--- config.mk ---
export PLATFORM = sky130hd
export DESIGN_NAME = mnist_fb_ctrl
export DESIGN_NICKNAME = d
export VERILOG_FILES = /design/src/rtl/mnist_pkg.sv /design/src/rtl/mnist_fb_bank_tracker.sv /design/src/rtl/mnist_fb_ctrl.sv
export SDC_FILE = /design/constraint.sdc
export NUM_CORES = 1
export LEC_CHECK = 0
export ABC_AREA = 1
export CORE_ASPECT_RATIO = 0.8
export CORE_UTILIZATION = 50
export DETAILED_ROUTE_END_ITERATION = 6
export GPL_TIMING_DRIVEN = 0
export PLACE_DENSITY = 0.85
export SKIP_CTS_REPAIR_TIMING = 1
export SYNTH_ARGS = -nofsm -noshare
export SYNTH_HDL_FRONTEND = slang
export SYNTH_SLANG_ARGS = --single-unit
--- constraint.sdc ---
create_clock -name clk -period 2.1 [get_ports clk]
set_input_delay 0.21 -clock clk [delete_from_list [all_inputs] [get_ports clk]]
set_output_delay 0.21 -clock clk [all_outputs]
set_load 0.02 [all_outputs]
--- src/rtl/mnist_pkg.sv ---
// mnist_pkg: shared frame geometry and state encodings for the MNIST frame-buffer controller
package mnist_pkg;
  localparam int IMG_W  = 28;
  localparam int NPIX   = IMG_W * IMG_W;
  localparam int ADDR_W = 10;
  typedef enum logic [1:0] {B_FREE, B_FILLING, B_FULL, B_BUSY} bank_st_t;
  typedef enum logic [1:0] {R_IDLE, R_START, R_RUN} rd_st_t;
endpackage

--- src/rtl/mnist_fb_bank_tracker.sv ---
// mnist_fb_bank_tracker: per-bank FREE/FILLING/FULL/BUSY state and lowest-FULL-bank select
module mnist_fb_bank_tracker (
  input  logic       clk,
  input  logic       rst,
  input  logic       i_acc,
  input  logic       i_last,
  input  logic       i_wbank,
  input  logic       i_start,
  input  logic       i_sbank,
  input  logic       i_done,
  input  logic       i_dbank,
  output logic [1:0] o_st0,
  output logic [1:0] o_st1,
  output logic       o_full,
  output logic       o_sel
);
  import mnist_pkg::*;
  bank_st_t r_st [2];
  always_ff @(posedge clk)
    for (int k = 0; k < 2; k++)
      if (rst) r_st[k] <= B_FREE;
      else if (i_acc && i_wbank == 1'(k)) r_st[k] <= i_last ? B_FULL : B_FILLING;
      else if (i_start && i_sbank == 1'(k)) r_st[k] <= B_BUSY;
      else if (i_done && i_dbank == 1'(k)) r_st[k] <= B_FREE;
  assign o_st0  = r_st[0];
  assign o_st1  = r_st[1];
  assign o_full = r_st[0] == B_FULL || r_st[1] == B_FULL;
  assign o_sel  = r_st[0] != B_FULL;
endmodule

--- src/rtl/mnist_fb_ctrl.sv ---
// mnist_fb_ctrl: ping-pong MNIST frame-buffer writer with start/done handoff to inference
module mnist_fb_ctrl #(
  parameter int NPIX   = mnist_pkg::NPIX,
  parameter int ADDR_W = mnist_pkg::ADDR_W
) (
  input  logic            clk,
  input  logic            rst,
  input  logic            in_valid,
  output logic            in_ready,
  input  logic            in_pixel,
  input  logic            in_sof,
  output logic            fb_wr_en,
  output logic [ADDR_W:0] fb_wr_addr,
  output logic            fb_wr_data,
  output logic            inf_start,
  output logic            inf_bank,
  input  logic            inf_done,
  output logic [7:0]      resync_cnt,
  output logic [15:0]     frame_cnt
);
  import mnist_pkg::*;
  logic              r_en, r_wbank, r_wr_en, r_wr_data, r_start, r_bank;
  logic [ADDR_W-1:0] r_idx;
  logic [ADDR_W:0]   r_wr_addr;
  logic [7:0]        r_resync;
  logic [15:0]       r_frames;
  rd_st_t            r_rd;
  logic [1:0]        w_st0, w_st1, w_wst;
  logic              w_acc, w_last, w_resync, w_full, w_sel, w_go, w_rel;
  logic [ADDR_W-1:0] w_pidx;
  assign w_wst      = r_wbank ? w_st1 : w_st0;
  assign in_ready   = r_en && (w_wst == B_FREE || w_wst == B_FILLING);
  assign w_acc      = in_valid && in_ready;
  assign w_resync   = in_sof && r_idx != '0;
  assign w_pidx     = in_sof ? '0 : r_idx;
  assign w_last     = w_pidx == ADDR_W'(NPIX - 1);
  assign w_go       = r_rd == R_IDLE && w_full;
  assign w_rel      = r_rd == R_RUN && inf_done;
  assign fb_wr_en   = r_wr_en;
  assign fb_wr_addr = r_wr_addr;
  assign fb_wr_data = r_wr_data;
  assign inf_start  = r_start;
  assign inf_bank   = r_bank;
  assign resync_cnt = r_resync;
  assign frame_cnt  = r_frames;
  mnist_fb_bank_tracker u_banks (
    .clk     (clk),
    .rst     (rst),
    .i_acc   (w_acc),
    .i_last  (w_last),
    .i_wbank (r_wbank),
    .i_start (w_go),
    .i_sbank (w_sel),
    .i_done  (w_rel),
    .i_dbank (r_bank),
    .o_st0   (w_st0),
    .o_st1   (w_st1),
    .o_full  (w_full),
    .o_sel   (w_sel)
  );
  always_ff @(posedge clk)
    if (rst) begin
      r_en      <= 1'b0;
      r_wr_en   <= 1'b0;
      r_wr_addr <= '0;
      r_wr_data <= 1'b0;
      r_idx     <= '0;
      r_wbank   <= 1'b0;
      r_resync  <= '0;
    end else begin
      r_en    <= 1'b1;
      r_wr_en <= w_acc;
      if (w_acc) begin
        r_wr_addr <= {r_wbank, w_pidx};
        r_wr_data <= in_pixel;
        r_idx     <= w_last ? '0 : w_pidx + ADDR_W'(1);
        r_wbank   <= r_wbank ^ w_last;
        if (w_resync && r_resync != 8'hff) r_resync <= r_resync + 8'd1;
      end
    end
  always_ff @(posedge clk)
    if (rst) begin
      r_rd     <= R_IDLE;
      r_start  <= 1'b0;
      r_bank   <= 1'b0;
      r_frames <= '0;
    end else begin
      r_start <= 1'b0;
      case (r_rd)
        R_IDLE: if (w_full) begin
          r_rd     <= R_START;
          r_start  <= 1'b1;
          r_bank   <= w_sel;
          r_frames <= r_frames + 16'd1;
        end
        R_START: r_rd <= R_RUN;
        R_RUN:   if (inf_done) r_rd <= R_IDLE;
        default: r_rd <= R_IDLE;
      endcase
    end
endmodule

Yosys cells after proc, flatten, opt, wreduce, memory -nomap -nowiden
Memories as Yosys holds them, arrays and structs flattened.
Index checks and enable logic that the tools add are counted.
{"block": "op_classes", "addsub": 3, "n_mul": 0, "div_mod_pow": 0, "order_cmp": 0, "n_eq_ne": 10, "shift": 0, "mux": 41, "bitwise": 11, "reduce_logical": 21}
{"cell": "2-to-1 mux 1 bit", "n": 28}
{"cell": "2-to-1 mux 10 bit", "n": 2}
{"cell": "2-to-1 mux 2 bit", "n": 10}
{"cell": "adder 16 x 1 -> 16 bit (second input constant)", "n": 1}
{"cell": "logical AND 1 bit", "n": 12}
{"cell": "adder 10 x 1 -> 10 bit (second input constant)", "n": 1}
{"cell": "== test 10 bit (second input constant)", "n": 1}
{"cell": "nonzero test 10 bit", "n": 1}
{"cell": "adder 8 x 1 -> 8 bit (second input constant)", "n": 1}
{"cell": "inequality test 8 bit (second input constant)", "n": 1}
{"cell": "== test 2 bit (second input constant)", "n": 3}
{"cell": "inequality test 2 bit (second input constant)", "n": 3}
{"cell": "OR 1 bit", "n": 6}
{"cell": "case mux 2 bit (3 select lines)", "n": 1}
{"cell": "AND reduction 2 bit", "n": 3}
{"cell": "== test 2 x 1 -> 1 bit (second input constant)", "n": 2}
{"cell": "logical NOT 2 bit", "n": 2}
{"cell": "inverter 1 bit", "n": 4}
{"cell": "logical OR 1 bit", "n": 2}
{"cell": "OR reduction 2 bit", "n": 1}
{"cell": "XOR 1 bit", "n": 1}
{"block": "totals", "reg_bits": 53, "latchBits": 0, "ram_bits": 4, "romBits": 0, "output_inout_bits": 40, "elab_cells": 98, "memories": 1}
{"memory": "u_banks.r_st", "depth": 2, "word_bits": 2, "read_ports": 2, "rd_ports_with_merged_regs": 0, "wr": 2, "line": "mnist_fb_bank_tracker.sv:18", "rtl": "bank_st_t r_st [2];"}

Logic depth before layout (Yosys ltp)
Gate-level depths: netlist of run 1.
{"block": "logic_depth", "depth_word": 12, "mapped_depth": 11, "mapped_depth_nobuf": 10}

Hierarchy
Synthesis of run 1 repeated with hierarchy kept, for this count alone.
{"block": "hier_totals", "cells_unflattened": 396, "hier_area_um2": 2800.2}
{"module": "mnist_fb_ctrl", "instances": 1, "cells_per_inst": 357, "area_per_inst_um2": 2541.2, "seq_area_each_um2": 1061.0}
{"module": "mnist_fb_bank_tracker", "instances": 1, "cells_per_inst": 39, "area_per_inst_um2": 259.0, "seq_area_each_um2": 120.1}

Worst setup path before layout of run 1
OpenSTA, ideal clock, no wires.
{"block": "synth_path", "path_type": "flip-flop to flip-flop", "from": "reg r_resync[0] (netlist: resync_cnt[0])", "to": "reg r_resync[0] (netlist: resync_cnt[0])", "arrival_time_ns": 1.420, "required_time_ns": 1.984, "setup_slack_ns": 0.564, "path_stages_with_launch": 11, "cell_sequence": "dfxtp_1 > ha_1 > nand2_1 > inv_1 > nand2_1 > nor2_2 > nor2_4 > nand2_4 > clkinv_2 > nor2_1 > nor2_1"}
{"block": "synth_via", "elab_chain_cells": 3, "elab_cells_between_ends": 4, "classes_between": "1 x add/sub; 1 x eq/ne; 2 x reduce/logical"}
{"item": "start: declaration", "line": "mnist_fb_ctrl.sv:25", "rtl": "logic [7:0] r_resync;"}
{"item": "start signal: assignment", "line": "mnist_fb_ctrl.sv:78", "rtl": "if (w_resync && r_resync != 8'hff) r_resync <= r_resync + 8'd1;"}
{"item": "branches (longest 3 deep; another with adder 8 x 1 -> 8 bit)"}
Several ways; the timed one is not identified.
A chain may end at the register's enable or synchronous reset.

==> results of run 1 <==
## routing by layer
| layer | up-vias | part of all wire, % |
|---|---|---|
| li1 | 1336 | - |
| met1 | 1189 | 46 |
| met2 | 81 | 45 |
| met3 | 15 | 6.1 |
| met4 | 0 | 2.4 |
| met5 | - | 0 |
## synth_stat cells
cell type / instances / area share (%)
sky130_fd_sc_hd__o21ai_0: 30 / 5.4
sky130_fd_sc_hd__inv_1: 45 / 6.1
sky130_fd_sc_hd__xnor2_1: 2 / 0.63
sky130_fd_sc_hd__nand2_1: 85 / 12
sky130_fd_sc_hd__ha_1: 3 / 1.4
sky130_fd_sc_hd__nand3_2: 1 / 0.36
sky130_fd_sc_hd__o22ai_1: 3 / 0.68
sky130_fd_sc_hd__o21ai_1: 2 / 0.36
sky130_fd_sc_hd__buf_6: 2 / 0.81
sky130_fd_sc_hd__nor3_1: 6 / 1.1
sky130_fd_sc_hd__and3_2: 1 / 0.27
sky130_fd_sc_hd__nor2_2: 4 / 0.90
sky130_fd_sc_hd__a22o_1: 2 / 0.63
sky130_fd_sc_hd__a211oi_1: 1 / 0.27
sky130_fd_sc_hd__nand4_1: 4 / 0.90
sky130_fd_sc_hd__buf_1: 1 / 0.14
sky130_fd_sc_hd__clkinv_2: 1 / 0.18
sky130_fd_sc_hd__a21oi_1: 20 / 3.6
sky130_fd_sc_hd__nand3_1: 27 / 4.9
sky130_fd_sc_hd__nor2_4: 5 / 2.0
sky130_fd_sc_hd__edfxtp_1: 4 / 4.3
sky130_fd_sc_hd__nor2_1: 49 / 6.6
sky130_fd_sc_hd__xor2_1: 5 / 1.6
sky130_fd_sc_hd__nand4_4: 1 / 0.77
sky130_fd_sc_hd__o211ai_1: 1 / 0.27
sky130_fd_sc_hd__nand2_4: 4 / 1.6
sky130_fd_sc_hd__inv_8: 1 / 0.41
sky130_fd_sc_hd__buf_2: 4 / 0.72
sky130_fd_sc_hd__nand3b_1: 3 / 0.81
sky130_fd_sc_hd__nor3_2: 2 / 0.72
sky130_fd_sc_hd__nand2_2: 5 / 1.1
sky130_fd_sc_hd__inv_2: 3 / 0.41
sky130_fd_sc_hd__dfxtp_1: 53 / 38
## through the flow
step | setup slack [ns] | power (mW) | util, %
2_1_floorplan | 0.564 | 1.47 | -
3_3_place_gp | 0.135 | 1.59 | 63.6
3_5_place_dp | 0.128 | 1.60 | 63.6
4_1_cts | 0.202 | 2.69 | 67.7
5_1_grt | 0.149 | 2.78 | 67.7
6_report | 0.197 | 2.68 | 67.7
## worst reg2reg max path, delay by kind of cell, from the launching register on
kind / cells / cell delay (ns)
AND/OR/NAND/NOR: 3 / 0.54
flip-flops: 1 / 0.42
buffers and inverters: 2 / 0.33
AO/OA/AOI/OAI: 1 / 0.21
## power groups by stage
stage / Sequential [mW] / Clock [mW] / Combinational [mW]
floorplan: 1.25 / 0 / 0.222
global placement: 1.22 / 0 / 0.367
detailed placement: 1.23 / 0 / 0.379
CTS: 1.20 / 1.10 / 0.381
global route: 1.21 / 1.16 / 0.417
finish: 1.20 / 1.09 / 0.382
## area by class of cell
type | count | area, µm² | area share, %
Multi-Input combinational cell | 266 | 1340 | 38.5
Sequential cell | 57 | 1180 | 33.9
Timing Repair Buffer | 43 | 430 | 12.3
Inverter | 50 | 196 | 5.63
Clock buffer | 11 | 163 | 4.66
Tap cell | 62 | 77.6 | 2.22
Clock inverter | 4 | 50.0 | 1.44
Buffer | 7 | 46.3 | 1.33
## cells by family after synthesis
logic type / count (synthesis) / synth area share, %
AND/OR/NAND/NOR: 197 / 33.7
AO/OA/AOI/OAI: 59 / 11.3
XOR/XNOR: 7 / 2.22
adder cells (fa/ha/maj): 3 / 1.36
flip-flops: 57 / 42.7
buffers and inverters: 57 / 8.77
## sequential cells by signal, summed over array words and instances, names as in the netlist
signal and count:
fb_wr_addr 11, fb_wr_data 1, fb_wr_en 1, frame_cnt 16, inf_bank 1, inf_start 1
r_en 1, r_idx 10, r_rd 2, r_wbank 1, resync_cnt 8, u_banks.r_st 4
## worst max-delay path by stage
stage                         end  slack [ns]               start  depth (start not counted)
5_1_grt                  in_ready        0.15  u_banks.r_st[1][1]                          3
3_5_place_dp   u_banks.r_st[0][1]        0.13            in_valid                          6
6_report                 in_ready        0.20  u_banks.r_st[1][1]                          3
4_1_cts                  in_ready        0.20  u_banks.r_st[1][1]                          3
3_3_place_gp   u_banks.r_st[0][0]        0.13            in_valid                          6
2_1_floorplan       resync_cnt[0]        0.56       resync_cnt[0]                         10
==> impl_metrics.tcl, run 1 <==
set metrics [dict create \
    starting_utilization_of_the_core_area_pct 53.7 \
    tritoncts_num_sinks 57 \
    synth-seq-cells 57 \
    min_path_cells 2 \
    path_cells "nand2_1 -> and3_2 -> clkdlybuf4s50_1" \
    numCtsBuffers 9 \
    cp_slowest_cell "sky130_fd_sc_hd__clkdlybuf4s50_1" \
    numPlacedInstances 485 \
    drc 0 \
    vias 2621 \
    setup.worst_path.class "reg -> out" \
    cts.path.max_buffers 2 \
    critical_path.reg2reg.endpoint "u_banks.r_st[0][1]" \
    power.share.combinational_pct 14.3 \
    maxSlewHeadroom_pct 71.5 \
    power.share.switching_pct 27.6 \
    fillCellCount 412 \
    insertion_delay_ns 0.35 \
    worst_margin_slew_ns 0.428 \
    timing.reg2reg.worst_path_depth 6 \
    final.period_utilization_pct 90.6 \
    p_sw_mw 0.739 \
    total_die_area_um2 5840 \
    cts_tree "built" \
    worstSetupStartpointType "flip-flop" \
    floorplan.die.height_um 68.5 \
    grtUsageMet2_pct 37.0 \
    io_pins 46 \
    critPathBufInv 1 \
    grt_pass1_vias 2351 \
    p_clk_share_pct 40.8 \
    cp-end-kind "output pin" \
    worst_hold_slack_ns 0.176 \
    p_int_mw 1.94 \
    grt_max_degree 11 \
    hold-path-endpoint "frame_cnt[6]" \
    clk_pin_slew_ns 0.07 \
    synth_sequential_area_ratio_pct 42.7 \
    finish.net_count 443 \
    timing.critical_path.required_ns 1.89 \
    commonest_cells_after_routing_fill_and_taps_aside "sky130_fd_sc_hd__nand2_1, sky130_fd_sc_hd__dfxtp_1, sky130_fd_sc_hd__nor2_1" \
    ys_types 33 \
    synth_nets 389 \
    ys_warn_count 0 \
    power_frac_seq_pct 44.9 \
    setup_viol 0 \
    routabilityCongestion 0.872 \
    status "finished, final reports clean" \
    h-tree-depth 3 \
    global_route.usage.met1_pct 30.1 \
    grt_total_ovfl 0 \
    power_leakage_nw 1.37 \
    unrepaired_setup_endpoints_after_global_routing "no" \
    antenna_found_initial 0 \
    pwr_density_cell_nw_per_um2 768 \
    postLayoutCellArea_um2 3490 \
    wire_length_of_the_first_global_routing_pass_um 10500 \
    hold_path.class "in -> reg" \
    final_hold_viol_count 0 \
    final.min_clock_period_ns 1.90 \
    overall_routing_resource_usage_pct 23.8 \
    syn_to_final_growth_pct 26.1 \
    drt-wirelength-per-cell_um 12.9 \
    hp-start "rst" \
    core_box_area_um2 5150 \
    timing.rr.start "u_banks.r_st[1][1]" \
    grt_busiest_layer "met2" \
    antennaDiodeCount 0 \
    timing.fmax_ghz 0.526 \
    finalClockSkew_ns 0.00837 \
    drv_slew 0 \
    r2r_slack_ns 0.32 \
    critPathMaxStageDelay_ns 0.59 \
    syn-cell-area_um2 2770 \
    dpl_cell_area_um2 3270 \
    cts_root_buffer "sky130_fd_sc_hd__clkbuf_8" \
    cp_data_arrival_time_ns 1.69 \
    drive_gt1_share_pct 11.2 \
    path_delay_family "buffers and inverters" \
    critical_path.max_fanout 2 \
    peakVddDrop_v 0.000363 \
    port_buffers 43 \
    avgSynthCellArea_um2 7.28 \
    post_synth_inst_count 380 \
    first_pass_iters 4 \
    filler_free_cell_count_of_the_finished_design 500 \
    max-cap-violations 0 \
    postRouteAntennaNets 0 \
    final.setup.tns_ns 0 \
    detail_route.vias_per_cell 5.24 \
    dieWidth_um 85.2 \
    grt_use_met3_pct 7.74 \
    detailedRoute.firstIterationViolations 285 \
    place_hpwl_um 4560 \
    mostFrequentLayoutCell "sky130_fd_sc_hd__nand2_1" \
    rows 23 \
    wirelength_um 6460 \
]
Note: power is estimated with default switching activity, not from simulation.
==> inputs of run 2 (changes only) <==
--- a/config.mk
+++ b/config.mk
@@ -8,6 +8,7 @@
 export ABC_AREA = 1
 export CORE_ASPECT_RATIO = 0.8
 export CORE_UTILIZATION = 50
+export CTS_CLUSTER_SIZE = 20
 export DETAILED_ROUTE_END_ITERATION = 6
 export GPL_TIMING_DRIVEN = 0
 export PLACE_DENSITY = 0.85
==> results of run 2 <==
Final layout, timing and power as in run 1 (identical DEF).
==> inputs of run 3 (changes only) <==
--- a/config.mk
+++ b/config.mk
@@ -13,6 +13,7 @@
 export GPL_TIMING_DRIVEN = 0
 export PLACE_DENSITY = 0.85
 export SKIP_CTS_REPAIR_TIMING = 1
+export SLEW_MARGIN = 0
 export SYNTH_ARGS = -nofsm -noshare
 export SYNTH_HDL_FRONTEND = slang
 export SYNTH_SLANG_ARGS = --single-unit
==> results of run 3 <==
Final layout, timing and power as in run 1 (identical DEF).
==> variant: new RTL, config.mk and constraints of run 3 <==
The package constant `ADDR_W` goes from 10 to 11.
--- a/src/rtl/mnist_pkg.sv
+++ b/src/rtl/mnist_pkg.sv
@@ -2,7 +2,7 @@
 package mnist_pkg;
   localparam int IMG_W  = 28;
   localparam int NPIX   = IMG_W * IMG_W;
-  localparam int ADDR_W = 10;
+  localparam int ADDR_W = 11;
   typedef enum logic [1:0] {B_FREE, B_FILLING, B_FULL, B_BUSY} bank_st_t;
   typedef enum logic [1:0] {R_IDLE, R_START, R_RUN} rd_st_t;
 endpackage
Ports: changed (resized fb_wr_addr); port bits go from 46 to 47. No check against the original RTL was run, so the function may have changed too.
==> variant against run 3 <==
- worst setup slack worse by 3.4 ps
- critical path type unchanged
- power down 1.9%
- cell area up 4.7%
- wire length up 8.9%
- die area up 4.9%
- synthesized area up 5.1%
- sequential cell count up 2
- synthesized cell count up 6.8%
==> variant: results (changes against run 3) <==
- Outcome: completed (unchanged)
- Final non-clock buffer share: 13.3% (was 13.7%)
- Syn_nets: 415 (was 389)
- Worst clock skew: 6.17 ps (was 8.37 ps)
- Fin area: 0.00365 mm² (was 0.00349 mm²)
- WL final: 7030 µm (was 6460 µm)
- Clk_buf instances: 9 (was 11)
- Htree depth: 3 (unchanged)
- Synth top cells by count: 119 x nand2_1, 55 x dfxtp_1, 54 x nor2_1 (was 85 x nand2_1, 53 x dfxtp_1, 49 x nor2_1)
- Pwr/cell area: 720 mW/mm² (was 768 mW/mm²)
- Vias: 2846 (was 2621)
- Synth top area cells: dfxtp_1 38%, nand2_1 15%, nor2_1 7.0%, inv_1 5.8%, o21ai_0 4.3% (was dfxtp_1 38%, nand2_1 12%, nor2_1 6.6%, inv_1 6.1%, o21ai_0 5.4%)
- RR Startpoint: r_idx[1] (was u_banks.r_st[1][1])
- Dpl cell area: 0.00344 mm² (was 0.00327 mm²)
- Filler cell count: 494 (was 412)
- Worst slack at placement: 203 ps (was 128 ps)
- LEAKAGE: 1.53 nW (was 1.37 nW)
- Worst reg2reg path endpoint: u_banks.r_st[1][0] (was u_banks.r_st[0][1])
- Inverters: 52 (was 50)
- Gpl congestion: 0.889 (was 0.872)
- Clk tree area frac: 5.65% (was 6.10%)
- Setup TNS: 0 ps (unchanged)
- Worst reg2reg path depth: 7 (was 6)
- Post-Syn Instances: 406 (was 380)
- FF+latch count, synth: 59 (was 57)
- Number of global-route vias before repair: 2704 (was 2351)
- Comb_multi_in: 289 (was 266)
- FP Rows: 24 (was 23)
- Hold slack: 148 ps (was 176 ps)
- Via density: 5.23 (was 5.24)
- Worst slew margin: 60.1% (was 71.5%)
- CP max stage delay: 620 ps (was 590 ps)
- Cell variety after synth: 38 (was 33)
- Sequential power share: 46.5% (was 44.9%)
- Largest delay contributor family on the critical path: buffers and inverters (unchanged)
- Switch share: 26.0% (was 27.6%)
- Register area: 0.00122 mm² (was 0.00118 mm²)
- Area occupied by multi-input gates: 0.00144 mm² (was 0.00134 mm²)
- Layout cell share with drive strength beyond 1: 9.44% (was 11.2%)
- Cells after DPL: 528 (was 485)
- Sequential share of the synthesized area: 42.0% (was 42.7%)
- VDD IR max: 0.000471 V (was 0.000363 V)
- IO buf count: 44 (was 43)
- GR Util All Layers: 25.5% (was 23.8%)
- Initial DRC Count: 166 (was 285)
variant: cell count changes after synthesis, moves of 4 or more:
cell,delta
nand2_1,+34
nand3_1,-13
nand4_1,+6
a21oi_1,-5
nor2_1,+5
o21ai_0,-5
o21ai_1,+4
variant: logic make-up (layout without fill, tap and decap cells):
family                     count (synthesis)  count (layout)  share of synthesized area, %
xor gates and xnor gates                   8               8                          2.41
AOI/OAI and AO/OA                         55              55                          10.2
buffers and inverters                     58             118                          8.57
and+or+nand+nor                          223             223                          35.5
adders and majority gates                  3               3                          1.29
DFF                                       59              59                          42.0
variant: routing by layer:
| metal | part of all wire, % | track usage (%) | routed length [µm] |
|---|---|---|---|
| met1 | 46 | 32.6 | 3240 |
| met3 | 5.3 | 6.38 | 372 |
| met5 | 0 | 0 | 0 |
| met4 | 2.0 | 12.4 | 144 |
| met2 | 47 | 39.8 | 3280 |
